`src/rtl/delta_trig_pkg.sv`:
```
// Shared types and constants for the trigger delay measurement block.
// No logic; no latency or backpressure.
package delta_trig_pkg;

    typedef enum logic [1:0] {
        IDLE  = 2'd0,
        COUNT = 2'd1,
        DONE  = 2'd2
    } state_e;

    localparam int CNT_W_DEF    = 16;
    localparam int AVG_LOG2_MAX = 8;

endpackage

```
`src/rtl/delta_trig_delay_meas_if.sv`:
```
// Trigger/result bundle between a measurement consumer (master) and the meter (slave).
// Wires only; no latency, no backpressure (results are single-cycle pulses).
interface delta_trig_delay_meas_if
    import delta_trig_pkg::*;
#(
    parameter int CNT_W = CNT_W_DEF
);
    logic             trig_start;
    logic             trig_stop;
    logic [CNT_W-1:0] timeout;
    logic [CNT_W-1:0] delay_out;
    logic             delay_valid;
    logic             timeout_err;
    logic             busy;
`ifdef TRIG_MEAS_MINMAX_EN
    logic [CNT_W-1:0] delay_min;
    logic [CNT_W-1:0] delay_max;

    modport master (output trig_start, trig_stop, timeout,
                    input  delay_out, delay_valid, timeout_err, busy, delay_min, delay_max);
    modport slave  (input  trig_start, trig_stop, timeout,
                    output delay_out, delay_valid, timeout_err, busy, delay_min, delay_max);
`else
    modport master (output trig_start, trig_stop, timeout,
                    input  delay_out, delay_valid, timeout_err, busy);
    modport slave  (input  trig_start, trig_stop, timeout,
                    output delay_out, delay_valid, timeout_err, busy);
`endif
endinterface

```
`src/rtl/delta_trig_edge_det.sv`:
```
// Registered rising-edge detector; rise is combinational in the cycle the input is first high.
// No backpressure.
module delta_trig_edge_det (
    input  logic clk,
    input  logic rst,
    input  logic x_i,
    output logic rise_o
);
    logic x_q;
    logic arm_q;

    always_ff @(posedge clk) begin
        if (!rst) begin
            x_q   <= 1'b0;
            arm_q <= 1'b0;
        end else begin
            x_q   <= x_i;
            arm_q <= 1'b1;
        end
    end

    // arm_q masks the first cycle after reset so a level already high is not an edge
    assign rise_o = x_i & ~x_q & arm_q;

endmodule

```
`src/rtl/delta_trig_delay_meas.sv`:
```
// Start-to-stop latency meter with 2^AVG_LOG2 averaging; result 2 cycles after stop edge, no backpressure.
// Optional min/max sample tracking under TRIG_MEAS_MINMAX_EN.
module delta_trig_delay_meas
    import delta_trig_pkg::*;
#(
    parameter int CNT_W    = CNT_W_DEF,
    parameter int AVG_LOG2 = 0
) (
    input  logic                    clk,
    input  logic                    rst,
    delta_trig_delay_meas_if.slave  bus
);
    localparam int ACC_W = CNT_W + AVG_LOG2;
    localparam int SMP_W = AVG_LOG2 + 1;
    localparam logic [SMP_W-1:0] SMP_LAST = SMP_W'((2 ** AVG_LOG2) - 1);

    state_e           state_q, state_d;
    logic [CNT_W-1:0] cnt_q, cnt_d;
    logic [CNT_W-1:0] sample_q, sample_d;
    logic [ACC_W-1:0] acc_q, acc_d, acc_sum;
    logic [SMP_W-1:0] smp_q, smp_d;
    logic [CNT_W-1:0] delay_out_q, delay_out_d;
    logic             valid_q, valid_d;
    logic             terr_q, terr_d;
    logic             busy;
    logic             rise_start, rise_stop, tmo_hit;

    delta_trig_edge_det u_start_det (.clk(clk), .rst(rst), .x_i(bus.trig_start), .rise_o(rise_start));
    delta_trig_edge_det u_stop_det  (.clk(clk), .rst(rst), .x_i(bus.trig_stop),  .rise_o(rise_stop));

    // timeout==0 means run to counter saturation, which also prevents wrap
    assign tmo_hit = (bus.timeout != '0) ? (cnt_q == bus.timeout) : (cnt_q == '1);
    assign acc_sum = acc_q + ACC_W'(sample_q);

`ifdef TRIG_MEAS_MINMAX_EN
    logic [CNT_W-1:0] min_q, min_d, max_q, max_d;
`endif

    always_ff @(posedge clk) begin
        if (!rst) begin
            state_q     <= IDLE;
            cnt_q       <= '0;
            sample_q    <= '0;
            acc_q       <= '0;
            smp_q       <= '0;
            delay_out_q <= '0;
            valid_q     <= 1'b0;
            terr_q      <= 1'b0;
`ifdef TRIG_MEAS_MINMAX_EN
            min_q       <= '1;
            max_q       <= '0;
`endif
        end else begin
            state_q     <= state_d;
            cnt_q       <= cnt_d;
            sample_q    <= sample_d;
            acc_q       <= acc_d;
            smp_q       <= smp_d;
            delay_out_q <= delay_out_d;
            valid_q     <= valid_d;
            terr_q      <= terr_d;
`ifdef TRIG_MEAS_MINMAX_EN
            min_q       <= min_d;
            max_q       <= max_d;
`endif
        end
    end

    always_comb begin
        state_d = state_q;
        case (state_q)
            IDLE:    if (rise_start) state_d = rise_stop ? DONE : COUNT;
            COUNT:   if (rise_stop) state_d = DONE;
                     else if (tmo_hit) state_d = IDLE;
            DONE:    state_d = IDLE;
            default: state_d = IDLE;
        endcase
    end

    always_comb begin
        cnt_d       = cnt_q;
        sample_d    = sample_q;
        acc_d       = acc_q;
        smp_d       = smp_q;
        delay_out_d = delay_out_q;
        valid_d     = 1'b0;
        terr_d      = 1'b0;
        busy        = (state_q == COUNT);
`ifdef TRIG_MEAS_MINMAX_EN
        min_d       = min_q;
        max_d       = max_q;
`endif
        case (state_q)
            IDLE: begin
                if (rise_start) begin
                    cnt_d = CNT_W'(1);
                    if (rise_stop) sample_d = '0;
                end
            end
            COUNT: begin
                if (rise_stop)    sample_d = cnt_q;
                else if (tmo_hit) terr_d   = 1'b1;
                else              cnt_d    = cnt_q + CNT_W'(1);
            end
            DONE: begin
                if (smp_q == SMP_LAST) begin
                    delay_out_d = CNT_W'(acc_sum >> AVG_LOG2);
                    valid_d     = 1'b1;
                    acc_d       = '0;
                    smp_d       = '0;
                end else begin
                    acc_d = acc_sum;
                    smp_d = smp_q + SMP_W'(1);
                end
`ifdef TRIG_MEAS_MINMAX_EN
                if (sample_q < min_q) min_d = sample_q;
                if (sample_q > max_q) max_d = sample_q;
`endif
            end
            default: ;
        endcase
    end

    assign bus.delay_out   = delay_out_q;
    assign bus.delay_valid = valid_q;
    assign bus.timeout_err = terr_q;
    assign bus.busy        = busy;
`ifdef TRIG_MEAS_MINMAX_EN
    assign bus.delay_min   = min_q;
    assign bus.delay_max   = max_q;
`endif

endmodule

```
`src/flat_wrapper.sv`:
```
// flat-port wrapper written by rule: the top's interface ports become plain ports
module delta_trig_delay_meas_flat import delta_trig_pkg::*;
#(
    parameter int CNT_W    = CNT_W_DEF,
    parameter int AVG_LOG2 = 0
)
  (clk, rst, bus_trig_start, bus_trig_stop, bus_timeout, bus_delay_out, bus_delay_valid, bus_timeout_err, bus_busy);
  delta_trig_delay_meas_if #(.CNT_W(CNT_W)) bus_i ();
  input  logic clk;
  input  logic rst;
  input wire logic [$bits(bus_i.trig_start)-1:0] bus_trig_start;
  input wire logic [$bits(bus_i.trig_stop)-1:0] bus_trig_stop;
  input wire logic [$bits(bus_i.timeout)-1:0] bus_timeout;
  output wire logic [$bits(bus_i.delay_out)-1:0] bus_delay_out;
  output wire logic [$bits(bus_i.delay_valid)-1:0] bus_delay_valid;
  output wire logic [$bits(bus_i.timeout_err)-1:0] bus_timeout_err;
  output wire logic [$bits(bus_i.busy)-1:0] bus_busy;
  assign bus_i.trig_start = bus_trig_start;
  assign bus_i.trig_stop = bus_trig_stop;
  assign bus_i.timeout = bus_timeout;
  assign bus_delay_out = bus_i.delay_out;
  assign bus_delay_valid = bus_i.delay_valid;
  assign bus_timeout_err = bus_i.timeout_err;
  assign bus_busy = bus_i.busy;
  delta_trig_delay_meas #(.CNT_W(CNT_W), .AVG_LOG2(AVG_LOG2)) u_core (.clk(clk), .rst(rst), .bus(bus_i));
endmodule
```
`config.mk`:
```
export PLATFORM = sky130hd
export DESIGN_NAME = delta_trig_delay_meas_flat
export DESIGN_NICKNAME = d
export VERILOG_FILES = /design/src/rtl/delta_trig_pkg.sv /design/src/rtl/delta_trig_delay_meas_if.sv /design/src/rtl/delta_trig_edge_det.sv /design/src/rtl/delta_trig_delay_meas.sv /design/src/flat_wrapper.sv
export SDC_FILE = /design/constraint.sdc
export NUM_CORES = 1
export LEC_CHECK = 0
export BUFFER_PORTS_ARGS = -buffer_cell sky130_fd_sc_hd__buf_2
export CAP_MARGIN = 20
export CORE_MARGIN = 2
export CORE_UTILIZATION = 55
export CTS_BUF_LIST = sky130_fd_sc_hd__clkbuf_16
export DETAILED_ROUTE_END_ITERATION = 7
export GPL_TIMING_DRIVEN = 0
export HOLD_SLACK_MARGIN = 0.12
export PLACE_DENSITY = 0.87
export SKIP_CTS_REPAIR_TIMING = 1
export SLEW_MARGIN = 20
export SYNTH_ARGS = -nofsm -noshare
export SYNTH_HDL_FRONTEND = slang
export SYNTH_SLANG_ARGS = --single-unit
```
`constraint.sdc`:
```
create_clock -name clk -period 3.4 [get_ports clk]
set_clock_uncertainty 0.05 [all_clocks]
set_input_delay 0.34 -clock clk [delete_from_list [all_inputs] [get_ports clk]]
set_output_delay 0.34 -clock clk [all_outputs]
set_load 0.05 [all_outputs]
```
* After elaboration in Yosys (flattened, before gate mapping) *
Cells that the tools add are included.

word-level totals
  bits in registers = 72
  bits in latches = 0
  bits in writable memories = 0
  memory bits (read-only) = 0
  bits of input ports = 20
  output and inout bits = 19
  word-level logic and storage cells = 61
  memories = 0

cells by class
  add/sub/neg operators = 3
  $mul = 0
  divide/modulo/power cells = 0
  magnitude comparators = 0
  eq/ne operators = 10
  shift-type cells = 0
  muxes and demuxes = 19
  bitwise logic cells = 9
  reductions and logical operators = 9

operator list
  kind                   number
  $mux 16                7
  $pmux 16 s2            2
  $add 16x1->16 const B  1
  $add 16x16->16         1
  $eq 16x16->1           1
  $eq 16x16->1 const B   1
  $reduce_bool 16->1     1
  $mux 2                 4
  $reduce_and 4->1       2
  $ne 2x1->1 const B     3
  $reduce_and 2->1       3
  $mux 1                 5
  $not 1->1              5
  $and 1x1->1            4
  $ne 2x2->1 const B     2
  $pmux 2 s2             1
  $ne 3x1->1 const B     1
  $reduce_or 3->1        1
  $eq 2x1->1 const B     1
  $eq 2x2->1 const B     1
  $logic_not 2->1        1
  $reduce_bool 2->1      1
  $add 1x1->1 const B    1

* Longest topological paths before layout *
  depth in word-level cells = 6
  gate-level depth with buffers = 9
  mapped depth without buffers = 7

* Cells and area by module *
Synthesis repeated with hierarchy kept, for this count alone.

unflattened totals
  cells, all modules = 319
  area, all modules = 2701.3 µm²

modules (own cells, without submodules)
  module                 times used  cells an instance  area each (µm²)  seq. area each (µm²)
  delta_trig_delay_meas  1           311                2591.2           1041.0
  delta_trig_edge_det    2           4                  55.1             40.0

* Least setup slack after synthesis *
No wires, ideal clock.

  kind = input to register
  from = input bus_timeout[9]
  to = register u_core.cnt_q[5]
  setup time = 119 ps
  arrival time = 2055 ps
  data required time = 3231 ps
  setup slack = 1177 ps
  stages = 8
  buffers on the path = 1
  cell sequence = nor4_2 > nand4_4 > a2111oi_4 > nand4_2 > o211ai_2 > buf_6 > nor3_1 > o221a_1

between the ends
  cells in the longest elaborated chain, start to end = 4
  elaborated cells between the ends (all ways) = 5
  classes of those cells = eq/ne (2); mux (1); reduce/logical (2)

ends and longest elaborated chain
  element                                                    RTL line                     source
  start, declared                                            flat_wrapper.sv:13           input wire logic [$bits(bus_i.timeout)-1:0] bus_timeout;
  $eq 16x16->1 / $reduce_bool 16->1 (equally long branches)  delta_trig_delay_meas.sv:32  assign tmo_hit = (bus.timeout != '0) ? (cnt_q == bus.timeout) : (cnt_q == '1);
  $mux 1 (*)                                                 delta_trig_delay_meas.sv:32
  $ne 2x2->1 (no source line) (*)                            --
  $reduce_and 4->1 (no source line) (*)                      --
  end signal, assigned                                       delta_trig_delay_meas.sv:55  cnt_q <= cnt_d;
  end, declared                                              delta_trig_delay_meas.sv:18  logic [CNT_W-1:0] cnt_q, cnt_d;

Mark *: on every way between the ends. The rest lies on a longest branch, timed or not.
A chain may end at the register's enable or synchronous reset.

* Worst setup path in the final report *
  from = register u_core.state_q[1]
  to = output bus_busy

between the ends
  cells in the longest elaborated chain, start to end = 1

ends and longest elaborated chain
  element                 RTL line                     source
  start, declared         delta_trig_delay_meas.sv:17  state_e state_q, state_d;
  start signal, assigned  delta_trig_delay_meas.sv:54  state_q <= state_d;
  $eq 2x1->1              delta_trig_delay_meas.sv:88  busy = (state_q == COUNT);
  end, declared           flat_wrapper.sv:17           output wire logic [$bits(bus_i.busy)-1:0] bus_busy;

Every way passes these cells.

==> summary.md <==
| Metric | Value |
|---|---|
| Outcome | completed |
| Vias per cell | 5.91 |
| RePlAce Congestion | 0.943 |
| Period utilization | 79.2% |
| Global-route wire length before repair | 11.1 mm |
| P&R area growth vs syn | 16.0% |
| Setup TNS | 0 ps |
| Final ANT Viol Nets | 0 |
| Sequential area share after synthesis | 40.7% |
| Router iterations before antenna repair | 5 |
| Total CTS buffers | 5 |
| Top Ports | 39 |
| Row count | 25 |
| GRT Total Usage | 26.5% |
| Unrepaired setup endpoints after global routing | no |
| Synth Register Bits | 55 |
| Final WS setup | 706 ps |
| Slew HR | 49.2% |
| Reg clk slew, reported paths | 70 ps |
| Worst Hold Class | input pin to flip-flop |
| Number of I/O port buffers | 38 |
| Share of cells above drive strength 1 | 16.9% |
| Vias in the first global route | 2417 |
| Ys async rst share | 0% |
| Final Setup Violations | 0 |
| Primary FF master, synth | dfxtp_1 |
| CTS tree | built |
| Worst setup SP type | flip-flop |
| # fillers | 410 |
| Die W | 74.1 µm |
| VDD IR max | 0.000304 V |
| H-Tree Depth | 2 |
| Internal power | 958 µW |
| CP Capture Type | output port |
| Slew @ Worst Pin | 757 ps |
| DRC viols | 0 |
| Final instance area | 3140 µm² |
| Leakage | 1.11 nW |
| Yosys Warn Count | 0 |
| First DRT Iteration DRCs | 229 |
| Setup WS pre-CTS | 789 ps |
| Die height | 74.1 µm |
| Critical path peak fanout | 10 |
| Root Driver | clkbuf_16 |
| PwrDens | 408 nW/µm² |
| Worst-Skew Late Latency | 300 ps |
| Wire per inst | 15.6 µm |
| Min cycle time layout | 2690 ps |
| Core footprint | 4720 µm² |
| Distinct cells, synth | 52 |
| Seq pwr share | 50.8% |
| Arrival time worst endpoint | 2300 ps |
| Critical path data required time | 3010 ps |
| Max Fclk | 371 MHz |
| Detailed-placement wirelength estimate | 4.90 mm |
| CTS Sinks | 55 |
| Area post-placement | 2980 µm² |
| Final Hold Fails | 0 |
| Largest net degree at the start of global routing | 20 |
| Clock share of power | 41.2% |
| Clock buffer depth | 2 |
| Nets | 398 |
| Net Count, Synth | 352 |
| Vias | 2632 |
| Initial core utilization | 57.3% |
| Switching share of power | 25.3% |
| Initial antenna violation count | 0 |
| Final Max Slew Viols | 0 |
| Power dissipated by switching net loads | 324 µW |
| Die ar. | 5500 µm² |
| Netlist Area Pre-Place | 2710 µm² |
| Combinational share of power | 8.0% |
| Inserted Diodes | 0 |
| GRT overflow | 0 |
| Post-Syn Instances | 331 |
| Synth Area per Inst | 8.18 µm² |
| Max cap viols | 0 |
| Routed Wire Length | 6.94 mm |
| Setup Crit Path Kind | flip-flop to output port |
| Post-synth EDFFs | 0 |
-- cell usage in the layout, fill, tap and decap left out, types with 7 or more instances in the layout --
cell type / instances
nand2_1: 70
dfxtp_1: 55
buf_2: 45
a21oi_1: 34
nand3_1: 25
clkbuf_1: 20
xor2_1: 12
nor2_1: 8
nand4_1: 7
-- layer usage --
metal | vias to the layer above | part of all wire, % | wire length (µm) | GRT usage [%]
met5 | - | 0 | 0 | 0
met4 | 0 | 3.4 | 234 | 13.1
met3 | 29 | 6.7 | 462 | 5.15
met2 | 106 | 49 | 3380 | 44.3
met1 | 1235 | 41 | 2870 | 32.7
li1 | 1262 | - | - | -
-- critical path, stage by stage, from the launching register on --
cell      delay, ps
dfxtp_1         310
clkbuf_1        330
nand2b_1        370
clkinv_1        370
clkbuf_1        340
buf_2           290
-- cells by family (layout without fill, tap and decap cells) --
group | count (synthesis) | after routing | synth area share [%]
DFF | 55 | 55 | 40.7
and+or+nand+nor | 147 | 147 | 28.6
xor gates and xnor gates | 16 | 16 | 5.18
AOI/OAI and AO/OA | 76 | 76 | 19.0
muxes | 2 | 2 | 0.740
adders and majority gates | 1 | 1 | 0.462
buffers and inverters | 34 | 81 | 5.32
-- layout make-up --
class / count / area [µm²] / share of cell area [%]
Clock inverter: 3 / 25.0 / 0.797
Inverter: 4 / 15.0 / 0.478
Tap cell: 67 / 83.8 / 2.67
Timing Repair Buffer: 39 / 200 / 6.37
Clock buffer: 5 / 125 / 3.98
Sequential cell: 55 / 1100 / 35.1
Multi-Input combinational cell: 242 / 1460 / 46.5
Buffer: 30 / 129 / 4.10
-- Yosys cell counts, drive strengths merged (4+ instances only) --
| library cell | n | area [µm²] |
|---|---|---|
| xor2 | 12 | 105 |
| nand3b | 6 | 45.0 |
| nor3 | 6 | 30.0 |
| a31o | 4 | 35.0 |
| o22ai | 6 | 37.5 |
| o32a | 4 | 40.0 |
| a21oi | 34 | 170 |
| buf | 10 | 53.8 |
| nand3 | 25 | 125 |
| nand2b | 4 | 25.0 |
| nand4 | 9 | 77.6 |
| o21ai | 9 | 48.8 |
| xnor2 | 4 | 35.0 |
| nor4 | 5 | 82.6 |
| dfxtp | 55 | 1100 |
| and3 | 4 | 25.0 |
| nor2 | 8 | 30.0 |
| nand2 | 70 | 263 |
| clkbuf | 20 | 75.1 |
-- power by group through the flow --
stage	logic (mW)	clock network (mW)	registers, mW
2_1_floorplan	0.0591	0	0.666
3_3_place_gp	0.0948	0	0.667
3_5_place_dp	0.0981	0	0.667
4_1_cts	0.0988	0.527	0.652
5_1_grt	0.109	0.557	0.652
6_report	0.102	0.529	0.652
-- sequential cells by signal, indices dropped and copies added, names as in the netlist --
name	count
u_core.sample_q	16
u_core.state_q	2
u_core.u_stop_det.x_q	1
u_core.cnt_q	16
u_core.u_start_det.arm_q	1
u_core.bus.delay_valid	1
u_core.bus.delay_out	16
u_core.bus.timeout_err	1
u_core.u_start_det.x_q	1
-- path summary, 6_finish.rpt --
| path | start | end | slack, ps | depth (start not counted) |
|---|---|---|---|---|
| worst min-delay path | bus_trig_start | u_core.u_start_det.x_q$_SDFF_PN0_ | 220 | 2 |
| worst max register to register | u_core.cnt_q[13]$_SDFFE_PN0P_ | u_core.cnt_q[5]$_SDFFE_PN0P_ | 870 | 8 |
| worst min register to register | u_core.sample_q[4]$_SDFFE_PN0P_ | u_core.bus.delay_out[4]$_SDFFE_PN0N_ | 400 | 2 |
| worst max-delay path | u_core.state_q[1]$_SDFFE_PN0P_ | bus_busy | 710 | 5 |
-- per-stage QoR --
step / cells / util (%) / hold WS [ps] / power, mW
2_1_floorplan: 331 / - / 318 / 0.725
3_3_place_gp: 436 / 63.1 / 390 / 0.762
3_5_place_dp: 436 / 63.1 / 392 / 0.765
4_1_cts: 444 / 66.3 / 108 / 1.28
5_1_grt: 445 / 66.5 / 222 / 1.32
6_report: 445 / 66.5 / 216 / 1.28
(Power assumes the default switching activity.)
